==> src/rtl/fifo_pop_stream.sv <==
// ---------------------------------------------------------------------------
// fifo_pop_stream
// Read-side drain engine for the byte FIFO. Issues single-cycle pops on the
// FIFO read port and absorbs the FIFO's one-cycle registered read latency in
// a 2-entry skid buffer. The bytes are presented as a valid/ready stream,
// framed into bursts of BURST_LEN beats with m_last on the final beat.
//
// Ports
//   clk, rst     : single clock; synchronous active-high reset
//   enable       : 1 allows new pops; 0 stops new pops, buffered data drains
//   flush        : 1-cycle pulse; discards the buffer, empties the FIFO and
//                  restarts burst framing
//   fifo_empty   : FIFO empty flag
//   fifo_rdata   : FIFO read data, valid the cycle after fifo_rd
//   fifo_rd      : pop strobe to the FIFO (combinational)
//   m_valid      : stream data valid
//   m_data       : stream data (head of the skid buffer)
//   m_last       : final beat of the current burst
//   m_ready      : downstream accept
//   busy         : engine active, data buffered or a pop in flight
//
// Build option FIFO_POP_STATS_EN adds:
//   pop_count    : saturating count of pops issued outside FLUSH
//   err_pop      : sticky error; pop while empty or capture into full buffer
// ---------------------------------------------------------------------------
module fifo_pop_stream #(
  parameter int unsigned DATA_WIDTH = 8,
  parameter int unsigned BURST_LEN  = 4
`ifdef FIFO_POP_STATS_EN
  ,
  parameter int unsigned CNT_WIDTH  = 16
`endif
) (
  input  logic                  clk,
  input  logic                  rst,
  input  logic                  enable,
  input  logic                  flush,
  input  logic                  fifo_empty,
  input  logic [DATA_WIDTH-1:0] fifo_rdata,
  output logic                  fifo_rd,
  output logic                  m_valid,
  output logic [DATA_WIDTH-1:0] m_data,
  output logic                  m_last,
  input  logic                  m_ready,
  output logic                  busy
`ifdef FIFO_POP_STATS_EN
  ,
  output logic [CNT_WIDTH-1:0]  pop_count,
  output logic                  err_pop
`endif
);

  localparam int unsigned BEAT_W    = 8;
  localparam logic [BEAT_W-1:0] LAST_BEAT = BEAT_W'(BURST_LEN - 1);

  typedef enum logic [1:0] {
    ST_IDLE  = 2'd0,
    ST_RUN   = 2'd1,
    ST_FLUSH = 2'd2
  } state_e;

  state_e                state_q, state_d;
  logic                  inflight_q;
  logic [1:0]            occ_q, occ_d;
  logic [DATA_WIDTH-1:0] slot0_q, slot0_d;
  logic [DATA_WIDTH-1:0] slot1_q, slot1_d;
  logic [BEAT_W-1:0]     beat_q, beat_d;

  logic                  pop_out;
  logic                  drop;
  logic                  capture;
  logic                  can_pop;
  logic [2:0]            credit_used;
  logic [1:0]            wr_idx;

  // Stream-side decode of the registered buffer state
  assign m_valid = (occ_q != 2'd0);
  assign m_data  = slot0_q;
  assign m_last  = m_valid & (beat_q == LAST_BEAT);
  assign busy    = (state_q != ST_IDLE) | m_valid | inflight_q;

  assign pop_out = m_valid & m_ready;
  // Anything captured while flushing (or on the flush pulse itself) is discarded
  assign drop    = flush | (state_q == ST_FLUSH);
  assign capture = inflight_q & ~drop;

  // Credit: slots held plus pops in flight, less the beat leaving this cycle
  assign credit_used = 3'(occ_q) + 3'(inflight_q);
  assign can_pop     = credit_used < (3'd2 + 3'(pop_out));

  // State register
  always_ff @(posedge clk) begin
    if (rst) begin
      state_q <= ST_IDLE;
    end else begin
      state_q <= state_d;
    end
  end

  // Next-state logic; flush wins over enable except while already flushing
  always_comb begin
    state_d = state_q;
    case (state_q)
      ST_IDLE: begin
        if (flush) begin
          state_d = ST_FLUSH;
        end else if (enable) begin
          state_d = ST_RUN;
        end
      end
      ST_RUN: begin
        if (flush) begin
          state_d = ST_FLUSH;
        end else if (!enable && (occ_q == 2'd0) && !inflight_q) begin
          state_d = ST_IDLE;
        end
      end
      ST_FLUSH: begin
        if (fifo_empty && !inflight_q) begin
          state_d = ST_IDLE;
        end
      end
      default: state_d = ST_IDLE;
    endcase
  end

  // Output logic: pop strobe
  always_comb begin
    fifo_rd = 1'b0;
    case (state_q)
      ST_RUN:   fifo_rd = enable & ~fifo_empty & can_pop;
      ST_FLUSH: fifo_rd = ~fifo_empty;
      default:  fifo_rd = 1'b0;
    endcase
  end

  // Skid buffer: slot0 is the head; a pop shifts slot1 forward and the
  // captured byte lands in the first free slot after that shift
  always_comb begin
    slot0_d = slot0_q;
    slot1_d = slot1_q;
    occ_d   = occ_q;
    wr_idx  = occ_q - 2'(pop_out);
    if (drop) begin
      occ_d = 2'd0;
    end else begin
      if (pop_out) begin
        slot0_d = slot1_q;
      end
      if (capture) begin
        if (wr_idx == 2'd0) begin
          slot0_d = fifo_rdata;
        end else if (wr_idx == 2'd1) begin
          slot1_d = fifo_rdata;
        end
      end
      occ_d = occ_q + 2'(capture & (wr_idx != 2'd2)) - 2'(pop_out);
    end
  end

  // Burst framing counter
  always_comb begin
    beat_d = beat_q;
    if (drop) begin
      beat_d = '0;
    end else if (pop_out) begin
      beat_d = (beat_q == LAST_BEAT) ? '0 : beat_q + BEAT_W'(1);
    end
  end

  // Datapath registers
  always_ff @(posedge clk) begin
    if (rst) begin
      inflight_q <= 1'b0;
      occ_q      <= 2'd0;
      slot0_q    <= '0;
      slot1_q    <= '0;
      beat_q     <= '0;
    end else begin
      inflight_q <= fifo_rd;
      occ_q      <= occ_d;
      slot0_q    <= slot0_d;
      slot1_q    <= slot1_d;
      beat_q     <= beat_d;
    end
  end

`ifdef FIFO_POP_STATS_EN
  logic [CNT_WIDTH-1:0] pop_count_q;
  logic                 err_pop_q;

  // Pop statistics and sticky protocol error
  always_ff @(posedge clk) begin
    if (rst) begin
      pop_count_q <= '0;
      err_pop_q   <= 1'b0;
    end else begin
      if (fifo_rd && (state_q != ST_FLUSH) && (pop_count_q != '1)) begin
        pop_count_q <= pop_count_q + CNT_WIDTH'(1);
      end
      if ((fifo_rd && fifo_empty) || (inflight_q && (occ_q == 2'd2))) begin
        err_pop_q <= 1'b1;
      end
    end
  end

  assign pop_count = pop_count_q;
  assign err_pop   = err_pop_q;
`endif

endmodule

==> config.mk <==
export PLATFORM = sky130hd
export DESIGN_NAME = fifo_pop_stream
export DESIGN_NICKNAME = d
export VERILOG_FILES = /design/src/rtl/fifo_pop_stream.sv
export SDC_FILE = /design/constraint.sdc
export NUM_CORES = 1
export LEC_CHECK = 0
export CAP_MARGIN = 15
export CORE_MARGIN = 1
export CORE_UTILIZATION = 52
export CTS_BUF_LIST = sky130_fd_sc_hd__clkbuf_4 sky130_fd_sc_hd__clkbuf_8 sky130_fd_sc_hd__clkbuf_16
export DETAILED_ROUTE_END_ITERATION = 7
export GPL_TIMING_DRIVEN = 0
export PLACE_DENSITY = 0.79
export SLEW_MARGIN = 25
export SYNTH_ARGS = -nofsm -noshare
export SYNTH_HDL_FRONTEND = slang
export SYNTH_SLANG_ARGS = --single-unit
==> constraint.sdc <==
create_clock -name clk -period 3.3 [get_ports clk]
set_clock_uncertainty 0.2 [all_clocks]
set_input_delay 0.495 -clock clk [delete_from_list [all_inputs] [get_ports clk]]
set_output_delay 0.495 -clock clk [all_outputs]
set_load 0.02 [all_outputs]
==> qor.log <==
qor: sta.setup_violations 0
qor: yosys.yosys-mux-area-fraction 0.107
qor: grt.grt_start_max_net_pins 11
qor: yosys.synth.yosys.warnings 0
qor: power_and_ir_drop.netSwitchingPower 156 uW
qor: placed_design.finalWeightedCongestion 0.828
qor: cells_and_area.num-nets-final 219
qor: clocking.htree_num_levels 2
qor: grt.groute.usage.overall 0.227
qor: power_and_ir_drop.p_int 497 uW
qor: power_and_ir_drop.share_seq_of_total_power 0.546
qor: clocking.cts_setup_buffers 0
qor: worst_hold_path.hold_path_depth 2
qor: setup_path.critical_path.reg2reg.endpoint occ_q[1]
qor: setup_path.crit_path_max_incr_delay 0.63 ns
qor: setup_path.critPathBufInv 2
qor: drt.starting_drt_drc_count 35
qor: placed_design.post-dp-hpwl 2460 um
qor: sta.grt_setup_unrepaired no
qor: sta.fin_setup_tns 0 ns
qor: cells_and_area.insertedDiodeCount 0
qor: clocking.clock_insertion_delay_worst_skew 0.32 ns
qor: drt.drt-vias-per-instance 5.69
qor: cells_and_area.drive_above_1_share 0.106
qor: die.die_width 55.8 um
qor: power_and_ir_drop.power_density 353 nW/um^2
qor: setup_path.criticalPathCategory in2out
qor: power_and_ir_drop.p_comb_frac 0.112
qor: yosys.synth_compound_gate_area_share 0.168
qor: drt.routed_wirelength 3200 um
qor: power_and_ir_drop.switching_share 0.239
qor: die.floorplan.io_pins 26
qor: yosys.synth_xor_area_frac 0.0466
qor: die.fp.dieArea 3110 um^2
qor: die.floorplan.initialDensity 0.545
qor: yosys.ys_types 37
qor: drt.drt-pass1-iter-count 4
qor: die.floorplan.core_area 2760 um^2
qor: drt.detail_route.wl_per_cell 14.0 um
qor: grt.first_pass_grt_wire_length 5510 um
qor: setup_path.element_type_at_the_critical_path_start input port
qor: drt.detailroute.via_count 1303
qor: setup_path.cell_depth_of_the_worst_flop_to_flop_path 10
qor: setup_path.crit_required 2.60 ns
qor: clocking.cts_hold_buffers 0
qor: status.result_of_the_run completed
qor: grt.grt_antenna_before_repair 0
qor: setup_path.critical-path-top-delay-family buffers and inverters
qor: die.rows 19
qor: power_and_ir_drop.clkPwrFrac 0.342
qor: die.floorplan.die.height 55.8 um
qor: placed_design.pre_cts_slack 0.186 ns
qor: yosys.synth_instances 166
qor: setup_path.cp.depth 6
qor: clocking.clock_tree.root_cell sky130_fd_sc_hd__clkbuf_4
qor: sta.finalWorstSetupSlack 0.173 ns
qor: setup_path.crit_slowest_cell sky130_fd_sc_hd__clkdlybuf4s50_1
qor: clocking.clk_transition_reported_paths 0.08 ns
qor: sta.worstMarginPinSlew 0.576 ns
qor: yosys.synthAdderAreaFrac 0.0583
qor: clocking.cts_tree done
qor: sta.relative_max_transition_margin 0.616
qor: yosys.synthesis.area 1500 um^2
qor: grt.overflow 0
qor: setup_path.cp_max_fo 7
qor: clocking.number_of_gates_given_a_new_drive_strength_after_cts 0
qor: yosys.ys_seq_elements 29
qor: worst_hold_path.holdCritStartpoint slot1_q[7]
qor: setup_path.regToRegSetupSlack 0.74 ns
qor: sta.maxSlewViolCount 0
qor: drt.route.antenna.remaining_nets 0
qor: sta.fmax 320 MHz
qor: setup_path.endpoint_kind output port
qor: placed_design.port_buffers 25
qor: yosys.synth_top_family_by_area simple AND/OR/NAND/NOR gates
qor: power_and_ir_drop.power.ir.vdd_worst 0.327 mV
qor: yosys.ys_seq_area_frac 0.386
qor: yosys.synth_area_per_cell 9.05 um^2
qor: setup_path.crit_arrival 2.43 ns
qor: setup_path.cp_cell_sequence clkdlybuf4s50_1 -> o21ai_0 -> o21ai_0 -> a21oi_1 -> nor3b_1 -> clkdlybuf4s50_1
qor: clocking.clock-sinks 29
qor: yosys.synthesis.nets 187
qor: clocking.cts_inserted_buffers 5
qor: sta.hold_viol 0
qor: sta.period_minus_slack 3.13 ns
qor: worst_hold_path.hp-class reg2reg
qor: drt.drc 0
qor: worst_hold_path.hold_path_end slot1_q[7]
qor: run.timing.max_cap.violations 0
qor: sta.period_share 0.948
qor: cells_and_area.area_growth_syn_to_layout 23.1%
qor: setup_path.crit-reg2reg-launch state_q[0]
qor: clocking.ctsLongestPathBuffers 2
qor: yosys.yosys.area_share.simple 0.200
qor: grt.vias_in_the_first_global_route 1312
qor: power_and_ir_drop.static-leakage-power 0.714 nW
[power by group through the flow]
stage / clock network (mW) / logic [mW] / registers (mW)
2_1_floorplan: 0 / 0.0353 / 0.365
3_3_place_gp: 0 / 0.0701 / 0.364
3_5_place_dp: 0 / 0.0722 / 0.365
4_1_cts: 0.229 / 0.0731 / 0.357
5_1_grt: 0.243 / 0.0794 / 0.357
6_report: 0.223 / 0.0729 / 0.357
[worst max-delay path by stage]
stage / slack [ns] / to / start
after global routing: 0.03 / fifo_rd / m_ready
final: 0.17 / fifo_rd / m_ready
after global placement: 0.23 / fifo_rd / m_ready
after CTS: 0.18 / fifo_rd / m_ready
after floorplan: 0.90 / occ_q[1] / state_q[0]
after detailed placement: 0.19 / fifo_rd / m_ready
[cells by family (layout without fill, tap and decap cells)]
kind of cell,after synthesis,count (layout)
simple gates,59,59
compound gates,36,36
flops,29,29
mux,16,16
buf+inv,11,43
xor+xnor,8,8
fa+ha+maj,7,7
[final cells by class]
cell class / instances / area [um^2]
flip-flops and latches: 29 / 581
repair buffers: 25 / 250
plain buffers: 5 / 28.8
inverters: 6 / 22.5
well taps: 31 / 38.8
fillers: 237 / 907
multi-input cells: 126 / 871
clock buffers: 7 / 58.8
[cell usage after synthesis]
cell                        number  area share
sky130_fd_sc_hd__dfxtp_1        29        0.39
sky130_fd_sc_hd__nor2_1         21       0.052
sky130_fd_sc_hd__mux2i_1        16        0.11
sky130_fd_sc_hd__o21ai_0        12       0.040
sky130_fd_sc_hd__nand2_1        10       0.025
sky130_fd_sc_hd__nor3_1          8       0.027
sky130_fd_sc_hd__a21oi_2         7       0.041
sky130_fd_sc_hd__ha_1            7       0.058
sky130_fd_sc_hd__inv_1           6       0.015
sky130_fd_sc_hd__xnor2_1         6       0.035
sky130_fd_sc_hd__a21oi_1         4       0.013
sky130_fd_sc_hd__nor3b_1         3       0.015
sky130_fd_sc_hd__nor4b_1         3       0.017
sky130_fd_sc_hd__o21a_1          3       0.015
sky130_fd_sc_hd__a211oi_1        2       0.010
sky130_fd_sc_hd__and3_1          2      0.0083
sky130_fd_sc_hd__buf_2           2      0.0067
sky130_fd_sc_hd__nand2b_1        2      0.0083
sky130_fd_sc_hd__nor4_1          2      0.0083
sky130_fd_sc_hd__or2_2           2      0.0083
sky130_fd_sc_hd__or3b_1          2       0.012
sky130_fd_sc_hd__xor2_1          2       0.012
sky130_fd_sc_hd__a2111oi_0       1      0.0058
sky130_fd_sc_hd__a211oi_4        1       0.013
sky130_fd_sc_hd__a31oi_1         1      0.0042
sky130_fd_sc_hd__and2_1          1      0.0042
sky130_fd_sc_hd__and3b_1         1      0.0058
sky130_fd_sc_hd__buf_1           1      0.0025
sky130_fd_sc_hd__buf_6           1      0.0075
sky130_fd_sc_hd__clkbuf_1        1      0.0025
sky130_fd_sc_hd__nand4_1         1      0.0042
sky130_fd_sc_hd__o2111ai_1       1      0.0058
sky130_fd_sc_hd__o211ai_1        1      0.0050
sky130_fd_sc_hd__o21ai_1         1      0.0033
sky130_fd_sc_hd__o21ai_2         1      0.0058
sky130_fd_sc_hd__o311ai_0        1      0.0058
sky130_fd_sc_hd__or3_1           1      0.0042
[layer usage]
layer / global-route usage / wire length (um) / share of wire
met2: 0.377 / 1590 / 0.50
met3: 0.0605 / 148 / 0.046
met1: 0.275 / 1420 / 0.44
met5: 0 / 0 / 0
met4: 0.104 / 45 / 0.014
[per-stage QoR]
stage               instances  instance area (um^2)  hold slack (ns)  total power, mW  utilization
floorplan                 166                  1500            0.263            0.401            -
global placement          222                  1790            0.275            0.434        0.650
detailed placement        222                  1790            0.296            0.437        0.650
CTS                       229                  1850            0.314            0.659        0.671
global route              229                  1850            0.332            0.680        0.671
finish                    229                  1850            0.312            0.653        0.671
[cell usage in the layout, fill, tap and decap left out, types with 7 or more instances in the layout]
cell                               n
sky130_fd_sc_hd__clkdlybuf4s50_1  25
sky130_fd_sc_hd__ha_1              7
sky130_fd_sc_hd__mux2i_1          16
sky130_fd_sc_hd__nor2_1           21
sky130_fd_sc_hd__o21ai_0          12
sky130_fd_sc_hd__a21oi_2           7
sky130_fd_sc_hd__nand2_1          10
sky130_fd_sc_hd__nor3_1            8
sky130_fd_sc_hd__dfxtp_1          29
[sequential cells by signal (all words and copies together) (netlist names)]
name and count:
inflight_q 1, state_q 2, occ_q 2, beat_q 8, m_data 8, slot1_q 8
[tightest hold or removal path, delay by kind of cell (launching register included)]
family        cells  cell delay [ns]
flops             1             0.34
mux               1             0.07
simple gates      1             0.07
Note: power is estimated with default switching activity, not from simulation.
